### src/rtl/mem_pkg.sv
// Shared types and constants for the data memory controller: FSM states,
// Funct3 size/sign encodings, the default timeout and the alignment rule.
package mem_pkg;

   typedef enum logic [1:0] {
      ST_IDLE,
      ST_REQ,
      ST_RESP
   } state_e;

   localparam logic [1:0]  SZ_BYTE         = 2'b00;
   localparam logic [1:0]  SZ_HALF         = 2'b01;
   localparam logic [1:0]  SZ_WORD         = 2'b10;
   localparam int unsigned F3_UNS_BIT      = 2;
   localparam int unsigned TIMEOUT_CYC_DEF = 16;

   // Any size other than byte/half is handled as a word access.
   function automatic logic misaligned(input logic [1:0] size, input logic [1:0] off);
      logic mis;
      mis = 1'b0;
      if (size == SZ_HALF) begin
         mis = off[0];
      end else if (size != SZ_BYTE) begin
         mis = (off != 2'b00);
      end
      return mis;
   endfunction

endpackage

### src/rtl/load_ext.sv
// Load-path formatting: picks the addressed byte/half lane out of the memory
// word and sign- or zero-extends it to 32 bits. Purely combinational.
module load_ext
   import mem_pkg::*;
(
   input  logic [31:0] rdata_i,
   input  logic [1:0]  off_i,
   input  logic [1:0]  size_i,
   input  logic        uns_i,
   output logic [31:0] ext_o
);

   logic [31:0] sh;

   assign sh = rdata_i >> {off_i, 3'b000};

   always_comb begin
      ext_o = rdata_i;
      case (size_i)
         SZ_BYTE: ext_o = uns_i ? {24'h000000, sh[7:0]}  : {{24{sh[7]}}, sh[7:0]};
         SZ_HALF: ext_o = uns_i ? {16'h0000, sh[15:0]}   : {{16{sh[15]}}, sh[15:0]};
         default: ext_o = rdata_i;
      endcase
   end

endmodule

### src/rtl/data_mem_ctrl.sv
// MEM-stage data memory controller: IDLE/REQ/RESP handshake with timeout.
// Define MISALIGN_TRAP_EN to complete misaligned accesses at once with Err=1.
module data_mem_ctrl
   import mem_pkg::*;
#(
   parameter int unsigned TIMEOUT_CYC = TIMEOUT_CYC_DEF
) (
   input  logic        clk,
   input  logic        reset,
   input  logic        MemRead,
   input  logic        MemWrite,
   input  logic [2:0]  Funct3,
   input  logic [31:0] Addr,
   input  logic [31:0] WrData,
   output logic        Stall,
   output logic [31:0] RdData,
   output logic        Done,
   output logic        Err,
   output logic        MemReq,
   output logic        MemWe,
   output logic [31:0] MemAddr,
   output logic [3:0]  MemBe,
   output logic [31:0] MemWdata,
   input  logic [31:0] MemRdata,
   input  logic        MemAck
);

   localparam int unsigned CW = (TIMEOUT_CYC > 1) ? $clog2(TIMEOUT_CYC) : 1;

   state_e      state_q;
   logic [CW-1:0] cnt_q;
   logic [31:2] addr_q;
   logic [1:0]  off_q;
   logic [31:0] wdata_q;
   logic [1:0]  size_q;
   logic        uns_q;
   logic        we_q;
   logic        err_q;
   logic [31:0] rdata_q;

   logic        start;
   logic        mis_d;
   logic [1:0]  off_d;
   logic [31:0] ext_d;
   logic [3:0]  be;
   logic [31:0] wd;

   assign start = MemRead | MemWrite;
   assign mis_d = misaligned(Funct3[1:0], Addr[1:0]);
   // Misaligned accesses that are not trapped use lane offset 0.
   assign off_d = mis_d ? 2'b00 : Addr[1:0];

   load_ext u_load_ext (
      .rdata_i (MemRdata),
      .off_i   (off_q),
      .size_i  (size_q),
      .uns_i   (uns_q),
      .ext_o   (ext_d)
   );

   always_ff @(posedge clk) begin
      if (reset) begin
         state_q <= ST_IDLE;
         cnt_q   <= '0;
         addr_q  <= '0;
         off_q   <= '0;
         wdata_q <= '0;
         size_q  <= '0;
         uns_q   <= 1'b0;
         we_q    <= 1'b0;
         err_q   <= 1'b0;
         rdata_q <= '0;
      end else begin
         case (state_q)
            ST_IDLE: begin
               if (start) begin
                  addr_q  <= Addr[31:2];
                  off_q   <= off_d;
                  wdata_q <= WrData;
                  size_q  <= Funct3[1:0];
                  uns_q   <= Funct3[F3_UNS_BIT];
                  we_q    <= MemWrite;
                  cnt_q   <= '0;
`ifdef MISALIGN_TRAP_EN
                  if (mis_d) begin
                     state_q <= ST_RESP;
                     err_q   <= 1'b1;
                  end else begin
                     state_q <= ST_REQ;
                  end
`else
                  state_q <= ST_REQ;
`endif
               end
            end
            ST_REQ: begin
               if (MemAck) begin
                  rdata_q <= we_q ? '0 : ext_d;
                  err_q   <= 1'b0;
                  state_q <= ST_RESP;
               end else if (cnt_q == CW'(TIMEOUT_CYC - 1)) begin
                  rdata_q <= '0;
                  err_q   <= 1'b1;
                  state_q <= ST_RESP;
               end else begin
                  cnt_q <= cnt_q + 1'b1;
               end
            end
            ST_RESP: begin
               err_q   <= 1'b0;
               rdata_q <= '0;
               state_q <= ST_IDLE;
            end
            default: state_q <= ST_IDLE;
         endcase
      end
   end

   always_comb begin
      be = 4'b1111;
      wd = wdata_q;
      case (size_q)
         SZ_BYTE: begin
            be = 4'b0001 << off_q;
            wd = {4{wdata_q[7:0]}};
         end
         SZ_HALF: begin
            be = 4'b0011 << {off_q[1], 1'b0};
            wd = {2{wdata_q[15:0]}};
         end
         default: ;
      endcase
   end

   assign Stall    = (state_q == ST_REQ) | ((state_q == ST_IDLE) & start);
   assign MemReq   = (state_q == ST_REQ);
   assign Done     = (state_q == ST_RESP);
   assign Err      = err_q;
   assign RdData   = rdata_q;
   assign MemWe    = MemReq & we_q;
   assign MemAddr  = MemReq ? {addr_q, 2'b00} : '0;
   assign MemBe    = MemReq ? be : '0;
   assign MemWdata = MemReq ? wd : '0;

endmodule

### config.mk
export PLATFORM = sky130hd
export DESIGN_NAME = data_mem_ctrl
export DESIGN_NICKNAME = d
export VERILOG_FILES = /design/src/rtl/mem_pkg.sv /design/src/rtl/load_ext.sv /design/src/rtl/data_mem_ctrl.sv
export SDC_FILE = /design/constraint.sdc
export NUM_CORES = 1
export LEC_CHECK = 0
export ABC_AREA = 1
export ABC_CLOCK_PERIOD_IN_PS = 2500
export CORE_ASPECT_RATIO = 0.5
export CORE_UTILIZATION = 40
export CTS_CLUSTER_DIAMETER = 120
export CTS_CLUSTER_SIZE = 10
export DETAILED_ROUTE_END_ITERATION = 7
export PLACE_DENSITY_LB_ADDON = 0.15
export SLEW_MARGIN = 0
export SYNTH_ARGS = -nofsm -noshare
export SYNTH_HDL_FRONTEND = slang
export SYNTH_HIERARCHICAL = 1
export SYNTH_SLANG_ARGS = --single-unit
### constraint.sdc
create_clock -name clk -period 2.5 [get_ports clk]
set_clock_uncertainty 0.2 [all_clocks]
set_input_delay 0.5 -clock clk [delete_from_list [all_inputs] [get_ports clk]]
set_output_delay 0.5 -clock clk [all_outputs]
set_load 0.03 [all_outputs]
==> flow_summary.yaml, run 1 <==
outcome:
  run_status: "complete, no violations"
worst_hold_path:
  min_delay_path_class: "flip-flop to flip-flop"
  worstHoldStart: "wdata_q[13]"
  hold_path_end: "wdata_q[13]"
  min_delay_path_depth: 2
grt:
  grt_start_max_net_pins: 60
  first_global_vias: 5733
  antenna_found_initial: 1
  grt.total_usage: 0.2289
  grt_remaining_overflow: 0
  wire_length_of_the_first_global_routing_pass_um: 27340
placed_design:
  placed_cells: 1274
  worst_slack_after_detailed_placement_ps: 64.73
  detailed_place_hpwl_um: 12410
  gp_congestion: 0.8367
  postPlaceCellArea_um2: 7895
  io_buffer_count: 206
routing:
  viasPerCell: 4.802
  iteration_0_drc_count_of_the_detailed_router: 517
  ant_nets: 0
  detail_route.drc_violations: 0
  avgRoutedWirePerCell_um: 13.25
  routed_wl_um: 17180
  via_count: 6223
  detail_route.first_pass.iterations: 5
clock_network:
  htree_num_levels: 3
  cts_buffers: 9
  clk_pin_slew_ps: 70
  clock_insertion_delay_worst_skew_ps: 340
  cts_tree: "built"
  clock-sinks: 107
  hold_buffers: 0
  number_of_buffers_on_the_longest_clock_path: 2
  ctsRootBufferMaster: "sky130_fd_sc_hd__clkbuf_16"
setup_path:
  critical_path.endpoint_type: "output port"
  timing.critical_path.from_type: "flip-flop"
  path_max_fanout: 13
  crit-reg2reg-capture: "RdData[26]"
  critical_path.slowest_cell: "sky130_fd_sc_hd__dfxtp_2"
  path_common_cell: "sky130_fd_sc_hd__buf_4"
  crit_required_ps: 1800
  worst-r2r-setup-slack_ps: 460
  crit_path_cell_trace: "buf_4 -> or2_4 -> buf_6 -> o21ai_1 -> a21oi_1 -> buf_4"
  worstReg2RegStart: "off_q[0]"
  critical-path-max-stage-delay_ps: 340
  critPathKind: "flip-flop to output port"
  crit_arrival_ps: 1730
  timing.reg2reg.worst_path_depth: 11
sta:
  report.final.setup_viol: 0
  final-hold-violation-count: 0
  finalMaxSlewViolations: 0
  finalCritPeriodShare: 0.9715
  layout_setup_ws_ps: 71.33
  fmax_ghz: 0.4117
  period_minus_slack_ps: 2429
  max_slew_margin: 0.6448
  timing.setup.tns_ps: 0
  grt_setup_unrepaired: "false"
  worst-slew-pin-transition_ps: 529.2
die:
  start_util: 0.4181
  fp-row-count: 30
  boundary_pins: 209
  dieArea_um2: 14950
  floorplan.core_area_um2: 13810
  die_width_um: 171.9
  die_height_um: 86.97
layout:
  multiInputGateArea_um2: 2899
  n_fill_cell: 1362
  final_design_area_no_fill_um2: 8225
  area_growth_syn_to_layout_pct: 42.42
  layout_commonest_cell: "sky130_fd_sc_hd__nor2_1"
  finalNonFillerCells: 1296
  most-common-layout-cells: "sky130_fd_sc_hd__nor2_1 (210), sky130_fd_sc_hd__nand2_1 (178), sky130_fd_sc_hd__clkdlybuf4s50_1 (136)"
  register_area_um2: 2143
  n_diodes: 0
  post_route_cells_drive_above_1_share: 0.1132
  count_of_nets_after_finishing: 1209
yosys:
  gate_count_post_synth: 908
  post_synth_main_area_contributors: "sky130_fd_sc_hd__dfxtp_1 (37%), sky130_fd_sc_hd__nor2_1 (14%), sky130_fd_sc_hd__nand2_1 (12%), sky130_fd_sc_hd__o21ai_0 (10%), sky130_fd_sc_hd__inv_1 (6.5%)"
  ys_types: 34
  postSynth.topFlopCell: "sky130_fd_sc_hd__dfxtp_1"
  synth-async-reset-ratio: 0
  synth_enable_flop_cells: 0
  synth-seq-cells: 107
  synthDominantCellAreaShare: 0.3709
  post_syn_area_um2: 5776
  avg_inst_size_synth_um2: 6.361
  synth_top_cell_by_area: "sky130_fd_sc_hd__dfxtp_1"
  yosysSeqAreaShare: 0.3709
  ys.warnings.count: 6
power_and_ir_drop:
  power.leakage_nw: 3.960
  irDropWorstVdd_mv: 0.4389
  power.density_nw_per_um2: 997.2
flow_run:
  max_cap_viol_count: 0
[critical path: cells and delay by family, from the launching register on]
kind	cells	cell delay, ps
flip-flops	1	340
AND/OR/NAND/NOR	1	290
buffers and inverters	3	500
AO/OA/AOI/OAI	2	240
[repair_timing]
action / CTS / global route
endpoints found under the setup margin: 58 / 20
endpoints found under the hold margin: 0 / 0
gates resized for setup: 54 / 58
setup buffers: 2 / 5
[worst max-delay path by stage]
| stage | startpoint | endpoint | slack [ps] | cells past startpoint |
|---|---|---|---|---|
| floorplan | state_q[1] | MemBe[0] | -30 | 6 |
| global placement | state_q[1] | MemWdata[0] | 80 | 6 |
| detailed placement | state_q[1] | MemWdata[0] | 60 | 6 |
| CTS | size_q[1] | MemWdata[13] | -4 | 6 |
| global route | size_q[1] | MemWdata[9] | 1 | 6 |
| finish | size_q[1] | MemWdata[9] | 70 | 6 |
[routing by layer]
metal,share of wire,track usage
met2,0.47,0.3963
met5,0.00076,0
met3,0.074,0.06452
met1,0.44,0.2788
met4,0.016,0.06356
[cell usage after synthesis (4+ instances only)]
| cell type | n |
|---|---|
| sky130_fd_sc_hd__inv_2 | 4 |
| sky130_fd_sc_hd__ha_1 | 6 |
| sky130_fd_sc_hd__inv_1 | 100 |
| sky130_fd_sc_hd__a21oi_1 | 54 |
| sky130_fd_sc_hd__dfxtp_1 | 107 |
| sky130_fd_sc_hd__buf_6 | 13 |
| sky130_fd_sc_hd__o22ai_1 | 7 |
| sky130_fd_sc_hd__o21ai_0 | 116 |
| sky130_fd_sc_hd__nand2_1 | 179 |
| sky130_fd_sc_hd__o21ai_1 | 4 |
| sky130_fd_sc_hd__nand3_1 | 38 |
| sky130_fd_sc_hd__clkbuf_1 | 11 |
| sky130_fd_sc_hd__nor2_1 | 210 |
| sky130_fd_sc_hd__buf_2 | 23 |
| sky130_fd_sc_hd__buf_4 | 10 |
[logic make-up after synthesis]
| family | after synthesis | synth area share |
|---|---|---|
| flops | 107 | 0.3709 |
| compound gates | 187 | 0.1677 |
| simple gates | 441 | 0.3091 |
| other cells | 1 | 0.0006493 |
| fa+ha+maj | 6 | 0.01300 |
| buf+inv | 166 | 0.1386 |
[metrics by stage]
| step | hold slack, ps | total power [mW] | utilization |
|---|---|---|---|
| final | 271.9 | 8.203 | 0.5955 |
| after global routing | 307.0 | 8.819 | 0.5955 |
| after CTS | 274.7 | 8.184 | 0.5918 |
| after global placement | 254.7 | 6.713 | 0.5716 |
| after detailed placement | 264.1 | 6.780 | 0.5716 |
| after floorplan | 244.3 | 5.391 | - |
[state kept, by name (all words and copies together) (netlist names)]
name and cells:
off_q 2, wdata_q 32, Err 1, uns_q 1
cnt_q 4, size_q 2, RdData 32, addr_q 30
state_q 2, we_q 1
[report_power, final]
| part | leakage (nW) | total [mW] | internal (mW) | switching [mW] |
|---|---|---|---|---|
| logic | 2.93 | 4.29 | 1.62 | 2.67 |
| clock network | 0.147 | 1.42 | 0.728 | 0.691 |
| registers | 0.887 | 2.50 | 2.20 | 0.300 |
[layout make-up]
| type | count | share of cell area |
|---|---|---|
| repair buffers | 238 | 0.2705 |
| inverters | 107 | 0.05126 |
| flip-flops and latches | 107 | 0.2606 |
| well taps | 192 | 0.02921 |
| multi-input cells | 636 | 0.3524 |
| clock buffers | 10 | 0.02905 |
| clock inverters | 6 | 0.006997 |
(Power assumes the default switching activity.)
==> run 2: changes to the inputs <==
--- a/config.mk
+++ b/config.mk
@@ -12,6 +12,7 @@
 export CTS_CLUSTER_DIAMETER = 120
 export CTS_CLUSTER_SIZE = 10
 export DETAILED_ROUTE_END_ITERATION = 7
+export GPL_TIMING_DRIVEN = 0
 export PLACE_DENSITY_LB_ADDON = 0.15
 export SLEW_MARGIN = 0
 export SYNTH_ARGS = -nofsm -noshare
==> flow_summary.yaml, run 2 (same netlist as run 1, synthesis figures left out) <==
outcome:
  run_status: "complete, no violations"
layout:
  count_of_nets_after_finishing: 1238
  most-common-layout-cells: "sky130_fd_sc_hd__nor2_1 (210), sky130_fd_sc_hd__nand2_1 (178), sky130_fd_sc_hd__clkdlybuf4s50_1 (138)"
  layout_commonest_cell: "sky130_fd_sc_hd__nor2_1"
  post_route_cells_drive_above_1_share: 0.1456
  n_fill_cell: 1391
  area_growth_syn_to_layout_pct: 42.98
placed_design:
  detailed_place_hpwl_um: 14120
  worst_slack_after_detailed_placement_ps: -519.8
  gp_congestion: 0.9249
  io_buffer_count: 206
flow_run:
  max_cap_viol_count: 0
grt:
  grt.total_usage: 0.2522
  first_global_vias: 5882
  antenna_found_initial: 0
  wire_length_of_the_first_global_routing_pass_um: 29250
  grt_remaining_overflow: 0
  grt_start_max_net_pins: 19
setup_path:
  path_max_fanout: 10
  timing.critical_path.from_type: "flip-flop"
  crit_arrival_ps: 1750
  crit_required_ps: 1800
  critPathKind: "flip-flop to output port"
  critical_path.endpoint_type: "output port"
power_and_ir_drop:
  sw_frac_of_total: 0.4443
  clock_power_share: 0.177
  intPower_mw: 4.699
  irDropWorstVdd_mv: 0.4169
  seq_power_share: 0.297
  power.net_switching_mw: 3.757
  power.leakage_nw: 4.021
  power.density_nw_per_um2: 1024
  combinationalPowerShare: 0.526
routing:
  detail_route.first_pass.iterations: 8
  iteration_0_drc_count_of_the_detailed_router: 598
  viasPerCell: 4.867
  avgRoutedWirePerCell_um: 14.30
  detail_route.drc_violations: 0
  routed_wl_um: 18960
  ant_nets: 0
  via_count: 6454
sta:
  timing.setup.tns_ps: 0
  fmax_ghz: 0.4079
  period_minus_slack_ps: 2452
  layout_setup_ws_ps: 48.14
  finalMaxSlewViolations: 0
  grt_setup_unrepaired: "true"
  finalCritPeriodShare: 0.9807
  final-hold-violation-count: 0
  report.final.setup_viol: 0
clock_network:
  clock_insertion_delay_worst_skew_ps: 350
  clock-sinks: 107
  ctsRootBufferMaster: "sky130_fd_sc_hd__clkbuf_16"
  htree_num_levels: 3
  hold_buffers: 0
  cts_buffers: 9
  number_of_buffers_on_the_longest_clock_path: 2
  clk_pin_slew_ps: 70
  cts_tree: "built"
worst_hold_path:
  min_delay_path_class: "flip-flop to flip-flop"
die:
  start_util: 0.4181
  floorplan.core_area_um2: 13810
  dieArea_um2: 14950
  die_width_um: 171.9
  boundary_pins: 209
  fp-row-count: 30
  die_height_um: 86.97
-- run 2: cell count changes in the layout (fill, tap and decap cells not counted), sizes merged, moves of 2 or more --
cell	before	now
buf	59	99
clkbuf	23	33
clkdlybuf4s15	18	6
clkdlybuf4s50	136	138
dlygate4sd2	12	0
-- run 2: final timing paths --
path         cells past startpoint  startpoint  slack [ps]      endpoint
min                              2  wdata_q[8]         270    wdata_q[8]
min reg2reg                      2  wdata_q[8]         270    wdata_q[8]
max                              7  state_q[1]          50  MemWdata[30]
max reg2reg                     12    off_q[1]         500    RdData[26]
-- run 2: area by class of cell --
| type | count | area (µm²) | area share |
|---|---|---|---|
| antenna | 1 | 2.502 | 0.0003030 |
| timing repair buffer | 208 | 1837 | 0.2224 |
| clock inverter | 6 | 72.57 | 0.008788 |
| sequential | 107 | 2147 | 0.2600 |
| clock buffer | 10 | 239.0 | 0.02894 |
| multi-input combinational | 636 | 2868 | 0.3473 |
| buffer | 59 | 437.9 | 0.05303 |
| tap | 192 | 240.2 | 0.02909 |
| inverter | 107 | 414.1 | 0.05015 |
-- run 2: critical path, stage by stage (launching register included) --
cell and delay (ps):
sky130_fd_sc_hd__dfxtp_2 340, sky130_fd_sc_hd__inv_2 80, sky130_fd_sc_hd__ha_2 200, sky130_fd_sc_hd__buf_6 150, sky130_fd_sc_hd__buf_8 140, sky130_fd_sc_hd__o21ai_1 100
sky130_fd_sc_hd__nor2_1 190, sky130_fd_sc_hd__buf_4 200
-- run 2: what timing repair did --
item	CTS	global route
buffers inserted	2	0
pin swaps	2	1
endpoints found under the setup margin	68	62
gates resized for setup	340	52
-- run 2: metrics by stage --
step	instances	instance area, µm²	hold WS [ps]	total power [mW]	utilization
6_report	1326	8258	271.9	8.456	0.5978
5_1_grt	1325	8255	289.4	9.048	0.5976
3_3_place_gp	1307	8082	256.1	6.912	0.5851
2_1_floorplan	909	5779	244.3	5.391	-
4_1_cts	1325	8178	268.1	8.398	0.5920
3_5_place_dp	1307	8082	257.3	6.984	0.5851
-- run 2: power groups by stage --
stage | clock network [mW] | registers, mW | logic, mW
floorplan | 0 | 2.87 | 2.52
global placement | 0 | 2.52 | 4.39
detailed placement | 0 | 2.54 | 4.45
finish | 1.50 | 2.51 | 4.45
CTS | 1.52 | 2.50 | 4.38
global route | 1.59 | 2.57 | 4.89
-- run 2: per-layer routing --
metal | global-route usage | vias to the layer above | wire (µm)
met5 | 0 | - | 0
met4 | 0.05792 | 0 | 196
met3 | 0.06452 | 19 | 1619
met2 | 0.4216 | 256 | 8827
met1 | 0.3268 | 2915 | 8320
li1 | - | 3264 | -
==> edit 1, RTL diff (config.mk and constraints of run 2) <==
Set the package constant `TIMEOUT_CYC_DEF` to 8 (it was 16).
--- a/src/rtl/mem_pkg.sv
+++ b/src/rtl/mem_pkg.sv
@@ -12,7 +12,7 @@
    localparam logic [1:0]  SZ_HALF         = 2'b01;
    localparam logic [1:0]  SZ_WORD         = 2'b10;
    localparam int unsigned F3_UNS_BIT      = 2;
-   localparam int unsigned TIMEOUT_CYC_DEF = 16;
+   localparam int unsigned TIMEOUT_CYC_DEF = 8;
 
    // Any size other than byte/half is handled as a word access.
    function automatic logic misaligned(input logic [1:0] size, input logic [1:0] off);
Check against the original RTL: not equivalent (Yosys sat finds a counterexample within 10 cycles, from zero or initial values and one cycle with reset high).
==> edit 1 against run 2 <==
  * Synthesized cell count down 0.66%
  * Die area about the same
  * Synthesized area about the same
  * Worst setup slack lost 6.9 ps
  * Worst hold slack improved by 11 ps
  * Final cell count down 0.60%
  * Routed wire length decreased by 0.38%
  * Core utilization fell by 0.12 points
  * First-iteration DRC count down 31%
  * Total power grew 0.14%
  * Sequential cell count fell by 1
  * Final area decreased by 0.20%
==> edit 1: results (changes against run 2) <==
set qor(run_status) {complete, no violations}
set qor(power_report.internal_total_w) 0.00464 ;# -1.3%
set qor(finalWeightedCongestion) 0.909 ;# -1.8%
set qor(power.ir.vdd_worst_uv) 385 ;# -7.6%
set qor(synthAdderAreaFrac) 0.0152 ;# +0.00216
set qor(end_point_of_the_most_critical_hold_path) {RdData[5]}
set qor(dpl_worst_slack_ps) -786 ;# -267 ps
set qor(drt_first_pass_iters) 5 ;# -3
set qor(clock_path_buffers) 2 ;# unchanged
set qor(critical_path.max_fanout) 19 ;# +9
set qor(via_count) 6468 ;# +0.22%
set qor(grt_use_total) 0.256 ;# +0.00356
set qor(leakage_nw) 3.95 ;# -1.7%
set qor(worstSkewPairLatency_ps) 350 ;# about the same
set qor(filler_cell_count) 1384 ;# -0.50%
set qor(hold_start) {RdData[5]}
set qor(routedWlPerCell_microns) 14.3 ;# +0.22%
set qor(finalNetCount) 1232 ;# -0.48%
set qor(io_buffers) 205 ;# -0.49%
set qor(setup.reg_to_reg.worst_slack_ps) 530 ;# +30 ps
set qor(final_antenna_diode_count) 0 ;# -1
set qor(dr.first_iter.drc_count) 413 ;# -31%
set qor(via_count_of_the_first_global_routing_pass) 5910 ;# +0.48%
set qor(async_reset_ff_frac) 0 ;# unchanged
set qor(synth-xor-area-share) 0 ;# unchanged
set qor(drive_above_1_share) 0.150 ;# +0.00446
set qor(worst-r2r-cell-count) 12 ;# unchanged
set qor(critPathLaunch) {MemRead}
set qor(biggest_area_contributors_in_the_synthesized_netlist) {sky130_fd_sc_hd__dfxtp_1, sky130_fd_sc_hd__nor2_1, sky130_fd_sc_hd__nand2_1}
set qor(worst_r2r_startpoint) {off_q[1]}
set qor(critical_path.reg2reg.endpoint) {RdData[27]}
set qor(grt_start_max_net_pins) 21 ;# +2
set qor(post_synth_most_frequent_cells) {sky130_fd_sc_hd__nor2_1, sky130_fd_sc_hd__nand2_1, sky130_fd_sc_hd__o21ai_0, sky130_fd_sc_hd__dfxtp_1, sky130_fd_sc_hd__inv_1}
set qor(dpl.hpwl_mm) 14.4 ;# +2.2%
set qor(synth-compound-area-share) 0.138 ;# -0.0295
set qor(grt_pass1_wl_mm) 29.9 ;# +2.1%
set qor(synth_cell_type_count) 32 ;# -5.9%
set qor(timing.hold.ws_ps) 283 ;# +10.7 ps
set qor(worstPathArrival_ps) 1760
set qor(seq_area_frac_synth) 0.367 ;# -0.00355
## edit 1: power groups by stage
| stage | logic, W | registers [W] | clock network [W] |
|---|---|---|---|
| 2_1_floorplan | 0.00258 | 0.00288 | 0 |
| 3_3_place_gp | 0.00447 | 0.00251 | 0 |
| 3_5_place_dp | 0.00453 | 0.00253 | 0 |
| 4_1_cts | 0.00447 | 0.00250 | 0.00149 |
| 5_1_grt | 0.00494 | 0.00257 | 0.00157 |
| 6_report | 0.00450 | 0.00250 | 0.00147 |
## edit 1: kinds of logic (layout without fill, tap and decap cells)
group / after synthesis / count (layout)
compound gates: 153 / 153
fa+ha+maj: 7 / 7
buf+inv: 139 / 362
flops: 106 / 106
other cells: 1 / 2
simple gates: 496 / 496
## edit 1: metrics by stage
stage                     std cells  utilization  area [sq um]
final                          1318        0.597          8240
after global routing           1318        0.597          8240
after CTS                      1316        0.600          8280
after detailed placement       1300        0.584          8070
after global placement         1300        0.584          8070
after floorplan                 903            -          5780
## edit 1: timing repair
item | in CTS | in global routing
gates resized for setup | 296 | 42
pin swaps | 2 | 2
setup buffers | 1 | 2
endpoints found under the setup margin | 68 | 44
## edit 1: metal layers
metal / vias up / global-route usage / wire length [microns]
met2: 259 / 0.428 / 8580
met4: 0 / 0.0732 / 369
li1: 3298 / - / -
met3: 27 / 0.0568 / 1480
met5: - / 0 / 0
met1: 2884 / 0.332 / 8470
## edit 1: layout make-up
type / instances / area share
clock inverters: 6 / 0.00820
multi-input cells: 658 / 0.362
well taps: 192 / 0.0291
clock buffers: 10 / 0.0290
flip-flops and latches: 106 / 0.258
plain buffers: 65 / 0.0545
inverters: 73 / 0.0345
repair buffers: 208 / 0.225
## edit 1: how the worst max path moves through the flow
stage                   endpoint  slack [ps]
floorplan           MemWdata[15]          20
global placement           Stall        -760
detailed placement         Stall        -790
CTS                   MemAddr[6]           2
global route         MemWdata[9]         0.3
finish                     Stall          40
## edit 1: worst max-delay path, stage by stage
cell                              delay (ps)
sky130_fd_sc_hd__clkdlybuf4s50_1         480
sky130_fd_sc_hd__o21ai_4                 230
sky130_fd_sc_hd__buf_12                  180
sky130_fd_sc_hd__nand2_1                  80
sky130_fd_sc_hd__clkdlybuf4s15_2         280
==> edit 2, RTL diff (config.mk and constraints of run 2) <==
Made on the original files. Encoding of `state_e`: now one-hot (3 bits for 3 states).
--- a/src/rtl/mem_pkg.sv
+++ b/src/rtl/mem_pkg.sv
@@ -2,10 +2,10 @@
 // Funct3 size/sign encodings, the default timeout and the alignment rule.
 package mem_pkg;
 
-   typedef enum logic [1:0] {
-      ST_IDLE,
-      ST_REQ,
-      ST_RESP
+   typedef enum logic [2:0] {
+      ST_IDLE = 3'b001,
+      ST_REQ  = 3'b010,
+      ST_RESP = 3'b100
    } state_e;
 
    localparam logic [1:0]  SZ_BYTE         = 2'b00;
Behaviour: no difference found for any inputs over 4 cycles, from zero or initial values and one cycle with reset high; so few cycles prove little.
==> edit 2 against run 2 <==
  * Worst setup slack improved by 1.7 ps
  * Critical endpoint is now MemWdata[27]
  * Global-route usage is 0.83 points higher
  * Worst hold slack worse by 17 ps
  * Routed wire length fell by 0.75%
  * Final area shrank 1.7%
  * Critical path depth is the same
  * Via count increased by 0.34%
  * Synthesized area decreased by 2.7%
  * Sequential cell count up 1
Power is not compared: it rests on default switching activity, and its combinational part moved more than twofold at a synthesized area within 25%.
==> edit 2: results (changes against run 2) <==
set qor(critical_path.max_fanout) 10 ;# unchanged
set qor(worstSkewPairLatency_ps) 350 ;# about the same
set qor(via_count) 6476 ;# +0.34%
set qor(syn_inst) 872 ;# -4.0%
set qor(seq_area_frac_synth) 0.385 ;# +0.0137
set qor(dr.first_iter.drc_count) 471 ;# -21%
set qor(cts_post_setup_buffers_inserted) 2 ;# unchanged
set qor(biggest_area_contributors_in_the_synthesized_netlist) {sky130_fd_sc_hd__dfxtp_1, sky130_fd_sc_hd__nand2_1, sky130_fd_sc_hd__o21ai_0}
set qor(finish.cell_count_without_fillers) 1290 ;# -2.7%
set qor(synth_cell_type_count) 28 ;# -18%
set qor(worstPathArrival_ps) 1750 ;# about the same
set qor(synth-compound-area-share) 0.194 ;# +0.0264
set qor(dpl.hpwl_mm) 14.5 ;# +2.4%
set qor(placed_cell_area_sq_mm) 0.00792 ;# -2.0%
set qor(ctsResizeCount) 214 ;# -37%
set qor(synth.mux.area_fraction) 0 ;# unchanged
set qor(finalWeightedCongestion) 0.879 ;# -5.0%
set qor(relative_slew_slack) 0.590
set qor(finalNetCount) 1198 ;# -3.2%
set qor(worstHoldPathCells) 2 ;# unchanged
set qor(filler_cell_count) 1386 ;# -0.36%
set qor(worst_hold_path_type) {reg -> reg}
set qor(end_point_of_the_most_critical_hold_path) {addr_q[13]}
set qor(drt_first_pass_iters) 5 ;# -3
set qor(run_status) {complete, no violations}
set qor(via_count_of_the_first_global_routing_pass) 5934 ;# +0.88%
set qor(timing.hold.ws_ps) 255 ;# -17.0 ps
set qor(ctsRootBufferMaster) {sky130_fd_sc_hd__clkbuf_16}
set qor(setup.reg_to_reg.worst_slack_ps) 420 ;# -80 ps
set qor(routedWlPerCell_microns) 14.6 ;# +2.0%
set qor(critPathSlowestCell) {sky130_fd_sc_hd__dfxtp_2}
set qor(timing.critical_path.max_delay_family) {buffers and inverters}
set qor(synthAdderAreaFrac) 0.00223 ;# -0.0108
set qor(grt_use_total) 0.260 ;# +0.00831
set qor(hold_start) {addr_q[13]}
set qor(critical_path.reg2reg.endpoint) {RdData[21]}
set qor(io_buffers) 205 ;# -0.49%
set qor(final_antenna_diode_count) 0 ;# -1
set qor(power_report.internal_total_w) 0.00321
set qor(post_synth_most_frequent_cells) {sky130_fd_sc_hd__nand2_1, sky130_fd_sc_hd__nor2_1, sky130_fd_sc_hd__o21ai_0, sky130_fd_sc_hd__dfxtp_1, sky130_fd_sc_hd__a21oi_1}
set qor(gr-total-overflow) 0 ;# unchanged
set qor(drive_above_1_share) 0.119 ;# -0.0263
set qor(clock_path_buffers) 2 ;# unchanged
set qor(dpl_worst_slack_ps) -428 ;# +91.8 ps
set qor(leakage_nw) 3.57
set qor(grt_start_max_net_pins) 20 ;# +1
set qor(grt_pass1_wl_mm) 29.7 ;# +1.4%
set qor(synth-xor-area-share) 0 ;# unchanged
set qor(worst_r2r_startpoint) {off_q[1]}
edit 2: cell count changes in the layout (fill, tap and decap cells not counted), moves of 9 or more:
cell / before / now
sky130_fd_sc_hd__a21oi_1: 53 / 88
sky130_fd_sc_hd__buf_4: 27 / 17
sky130_fd_sc_hd__buf_6: 19 / 10
sky130_fd_sc_hd__clkbuf_1: 11 / 20
sky130_fd_sc_hd__dlygate4sd2_1: 0 / 22
sky130_fd_sc_hd__inv_1: 99 / 66
sky130_fd_sc_hd__nand2_1: 178 / 190
sky130_fd_sc_hd__nand4_1: 2 / 17
sky130_fd_sc_hd__nor2_1: 210 / 140
edit 2: power by group through the flow:
stage / combinational, W / clock, W / sequential, W
final: 0.00160 / 0.00139 / 0.00200
after global routing: 0.00177 / 0.00150 / 0.00202
after CTS: 0.00158 / 0.00142 / 0.00200
after detailed placement: 0.00157 / 0 / 0.00203
after global placement: 0.00156 / 0 / 0.00203
after floorplan: 0.000975 / 0 / 0.00205
edit 2: cell type report:
type / count / area (sq um) / area share
inverters: 72 / 279 / 0.0344
clock inverters: 7 / 61.3 / 0.00755
repair buffers: 210 / 1890 / 0.233
flip-flops and latches: 108 / 2170 / 0.267
well taps: 192 / 240 / 0.0296
plain buffers: 64 / 393 / 0.0484
multi-input cells: 628 / 2860 / 0.352
clock buffers: 9 / 225 / 0.0277
edit 2: worst max path at each step:
stage	startpoint	end	slack, ps
CTS	state_q[2]	MemAddr[30]	-10
finish	state_q[0]	MemWdata[27]	50
floorplan	size_q[1]	MemWdata[15]	200
global placement	MemWrite	Stall	-440
global route	MemWrite	Stall	5
detailed placement	MemWrite	Stall	-430
edit 2: layer usage:
layer,wire (microns),up-vias,global-route usage
li1,-,3261,-
met1,8330,2952,0.330
met2,8650,245,0.431
met3,1640,18,0.0798
met4,202,0,0.0688
met5,0,-,0
